<file path="src/rtl/binary_to_grey_sync_grey_to_binary_top_pkg.sv">
// Shared defaults and Gray-code helpers for the pointer synchronizer.
// Helpers work at MAX_WIDTH; narrower pointers are zero-extended in and truncated out.
package binary_to_grey_sync_grey_to_binary_top_pkg;

    localparam int DEFAULT_ADDR_WIDTH  = 3;
    localparam int DEFAULT_SYNC_STAGES = 2;
    localparam int MAX_WIDTH           = 16;

    typedef logic [MAX_WIDTH-1:0] ptr_t;

    function automatic ptr_t bin2gray(input ptr_t bin);
        return bin ^ (bin >> 1);
    endfunction

    // Zero-extended upper Gray bits decode to zero, so the full-width decode is exact.
    function automatic ptr_t gray2bin(input ptr_t gray);
        ptr_t bin;
        bin[MAX_WIDTH-1] = gray[MAX_WIDTH-1];
        for (int i = MAX_WIDTH - 2; i >= 0; i--) begin
            bin[i] = bin[i+1] ^ gray[i];
        end
        return bin;
    endfunction

endpackage

</file>
<file path="src/rtl/gray_sync_chain.sv">
// Cascade of STAGES flops that carries a Gray-coded pointer into the clk_in domain.
// Nothing but flops sits in the chain, so only one bit can be in flight per change.
module gray_sync_chain #(
    parameter int WIDTH  = 3,
    parameter int STAGES = 2
) (
    input  logic             clk_in,
    input  logic             reset_in,
    input  logic [WIDTH-1:0] d_in,
    output logic [WIDTH-1:0] q_out
);

    (* ASYNC_REG = "TRUE" *) logic [WIDTH-1:0] stage [STAGES];

    // NOTE: these are individual flops, not a RAM, so every stage is cleared on reset.
    always_ff @(posedge clk_in) begin
        if (reset_in) begin
            for (int k = 0; k < STAGES; k++) begin
                stage[k] <= '0;
            end
        end else begin
            stage[0] <= d_in;
            for (int k = 1; k < STAGES; k++) begin
                stage[k] <= stage[k-1];
            end
        end
    end

    assign q_out = stage[STAGES-1];

endmodule

</file>
<file path="src/rtl/binary_to_grey_sync_grey_to_binary_top.sv">
// Binary pointer from a foreign domain -> Gray encode -> flop chain -> binary decode.
// The only path from input to output runs through the synchronizer flops.
module binary_to_grey_sync_grey_to_binary_top
    import binary_to_grey_sync_grey_to_binary_top_pkg::*;
#(
    parameter int ADDR_WIDTH  = DEFAULT_ADDR_WIDTH,
    parameter int SYNC_STAGES = DEFAULT_SYNC_STAGES
) (
    input  logic                  clk_in,
    input  logic                  reset_in,
    input  logic [ADDR_WIDTH-1:0] binary_ptr_in,
    output logic [ADDR_WIDTH-1:0] binary_ptr_out
);

    logic [ADDR_WIDTH-1:0] gray;
    logic [ADDR_WIDTH-1:0] sync_gray;

    assign gray = ADDR_WIDTH'(bin2gray(ptr_t'(binary_ptr_in)));

    gray_sync_chain #(
        .WIDTH  (ADDR_WIDTH),
        .STAGES (SYNC_STAGES)
    ) u_sync_chain (
        .clk_in   (clk_in),
        .reset_in (reset_in),
        .d_in     (gray),
        .q_out    (sync_gray)
    );

    assign binary_ptr_out = ADDR_WIDTH'(gray2bin(ptr_t'(sync_gray)));

endmodule

</file>
<file path="config.mk">
export PLATFORM = sky130hd
export DESIGN_NAME = binary_to_grey_sync_grey_to_binary_top
export DESIGN_NICKNAME = d
export VERILOG_FILES = /design/src/rtl/binary_to_grey_sync_grey_to_binary_top_pkg.sv /design/src/rtl/gray_sync_chain.sv /design/src/rtl/binary_to_grey_sync_grey_to_binary_top.sv
export SDC_FILE = /design/constraint.sdc
export NUM_CORES = 1
export LEC_CHECK = 0
export ABC_CLOCK_PERIOD_IN_PS = 1300
export CAP_MARGIN = 10
export CORE_AREA = 2 2 39 41
export DETAILED_ROUTE_END_ITERATION = 16
export DIE_AREA = 0 0 41 43
export PLACE_DENSITY = 0.48
export SYNTH_ARGS = -nofsm -noshare
export SYNTH_HDL_FRONTEND = slang
export SYNTH_HIERARCHICAL = 1
export SYNTH_SLANG_ARGS = --single-unit
export TNS_END_PERCENT = 50
</file>
<file path="constraint.sdc">
create_clock -name clk_in -period 1.3 [get_ports clk_in]
set_clock_uncertainty 0.2 [all_clocks]
set_input_delay 0.195 -clock clk_in [delete_from_list [all_inputs] [get_ports clk_in]]
set_output_delay 0.195 -clock clk_in [all_outputs]
set_load 0.01 [all_outputs]
</file>
==> flow_summary.ini <==
[die]
die_h_um = 43
die_w_um = 41
start_util_pct = 16.6
io_pins = 8
coreArea_um2 = 1380
rows = 14
fp.dieArea_um2 = 1760

[synthesis]
avgSynthCellArea_um2 = 12.1
synth.distinct_cells = 5
synth_area_leader_cell = dfxtp_1
synthTopCellsByCount = 6 x dfxtp_1, 6 x nor2b_1, 3 x buf_4, 3 x xor2_1, 1 x xor3_1
syn_inst = 19
yosysSeqAreaShare_pct = 52.2
synth_edf_count = 0
yosys_most_used_dff = dfxtp_1
netlist_area_um2 = 230
synth_area_leaders = dfxtp_1 52%, nor2b_1 16%, xor2_1 11%
async_flop_share_pct = 0
yosysWarnings = 6
syn_nets = 24
yosysTopAreaCellShare_pct = 52.2
synth_seq_cells = 6

[cells_and_area]
largest_reg_flops = 6
areaGrowthSynthToFinish_pct = 43.5
top_regs = u_sync_chain/stage (6)
num-nets-final = 35
fillers = 148
drive_gt1_share_pct = 39.3
regArea_um2 = 124
multiInputGateArea_um2 = 87.6
num_antenna_cells = 0
top_register = u_sync_chain/stage

[power_and_ir_drop]
p_per_area_nw_per_um2 = 1290
leakagePower_nw = 0.148
peakVddDrop_mv = 0.602

[grt]
grt_pass1_wl_um = 552
grt_max_degree = 7
grt_pass1_vias = 163
grt-ovfl-total = 0
antenna_found_initial = 0
grt_usage_pct = 5.55

[sta]
final_max_slew_viol_count = 0
slew_headroom_pct = 87.3
post-route-period-util_pct = 114
setup_viol = 2
min_period_ns = 1.48
finalHoldViolCount = 0
rsz0062_at_grt = yes
whs_ns = 0.236
fin_setup_tns_ns = -0.210
setup_slack_ns = -0.184
worstMarginPinSlew_ns = 0.190
max_freq_ghz = 0.674

[clock_network]
cts_tree = done
cts_num_sinks = 6
clock_latency_ns = 0.24
cts_buffers = 3
cts_hold_buf = 0
max-clock-path-buffers = 2
post_cts_buffers = 0
clk_root_buffer_cell = clkbuf_4
htreeDepth = 1
clk_pin_slew_worst_paths_ns = 0.04

[placed_design]
gp_congestion = 0.499
port_buffers = 7

[worst_setup_path]
crit_path_max_incr_delay_ns = 0.39
crit_required_ns = 0.90
rr_startpoint = u_sync_chain/stage[0][1]
crit_arrival_ns = 1.09
worstSetupStartpointType = flip-flop
path_max_fanout = 1
startpoint = u_sync_chain/stage[0][3]
worst-setup-path-type = flip-flop to output port
cp_slowest_cell = xor3_1
crit_path_end_kind = output port
cp_cell_sequence = xor3_1 > buf_2

[job]
cap_violations = 0

[routing]
vias = 149
first_pass_iters = 2
first_iter_violations = 1
ant_nets = 0
via_per_inst = 3.39
wl_per_cell_um = 7.18
totalWireLength_um = 316
drc = 0

[min_path]
hold_path_class = flip-flop to flip-flop
holdCritStartpoint = u_sync_chain/stage[0][2]

[status]
violations = setup timing
status = finished, violations left
-- final cells by class --
class | count | share of cell area (%)
clock buffers | 3 | 6.82
flip-flops and latches | 6 | 37.5
well taps | 16 | 6.06
multi-input cells | 10 | 26.5
repair buffers | 9 | 23.1
-- stage by stage --
stage               std cells  utilization, %  area [um^2]  total power [mW]  setup slack, ns
finish                     44            23.9          330             0.425           -0.184
global route               44            23.9          330             0.449           -0.219
CTS                        44            23.8          329             0.432           -0.198
detailed placement         41            22.6          313             0.266           -0.297
global placement           41            22.6          313             0.263           -0.283
floorplan                  19               -          230             0.234           0.0879
-- cells by family after synthesis --
kind of cell	share of synthesized area, %
AND/OR/NAND/NOR	16.3
XOR/XNOR	21.7
buffers and inverters	9.78
flip-flops	52.2
-- cells in the final DEF (no fill, tap or decap), drive strengths merged --
cell / count
nor2b: 6
dfxtp: 6
buf: 5
clkdlybuf4s50: 4
xor2: 3
clkbuf: 3
xor3: 1
-- worst max-delay path, delay by kind of cell, from the launching register on --
family,cells,cell delay (ns)
flip-flops,1,0.31
buffers and inverters,1,0.15
XOR/XNOR,1,0.39
-- path summary, 6_finish.rpt --
check                                   to  slack (ns)  depth (start not counted)
setup / recovery         binary_ptr_out[0]       -0.18                          2
hold / removal    u_sync_chain/stage[0][5]        0.24                          1
setup reg to reg  u_sync_chain/stage[0][4]        0.58                          1
hold reg to reg   u_sync_chain/stage[0][5]        0.24                          1
-- metal layers --
metal / wire length [um] / up-vias / global-route usage [%]
met5: 0 / - / 0
met1: 109 / 65 / 3.59
met3: 55 / 0 / 7.85
met4: 0 / 0 / 4.00
met2: 151 / 10 / 7.19
li1: - / 74 / -
-- power breakdown --
| group | internal, mW | total, mW | switching, mW | leakage, nW |
|---|---|---|---|---|
| clock network | 0.104 | 0.168 | 0.0637 | 0.0138 |
| logic | 0.0373 | 0.0557 | 0.0184 | 0.0835 |
| registers | 0.197 | 0.201 | 0.00442 | 0.0508 |
| total | 0.338 | 0.425 | 0.0866 | 0.148 |
-- what timing repair did --
item	CTS	global route
pin swaps	2	0
resized for setup	13	1
setup endpoints to repair	3	2
hold endpoints to repair	0	0
Power figures use the tool's default switching activity.
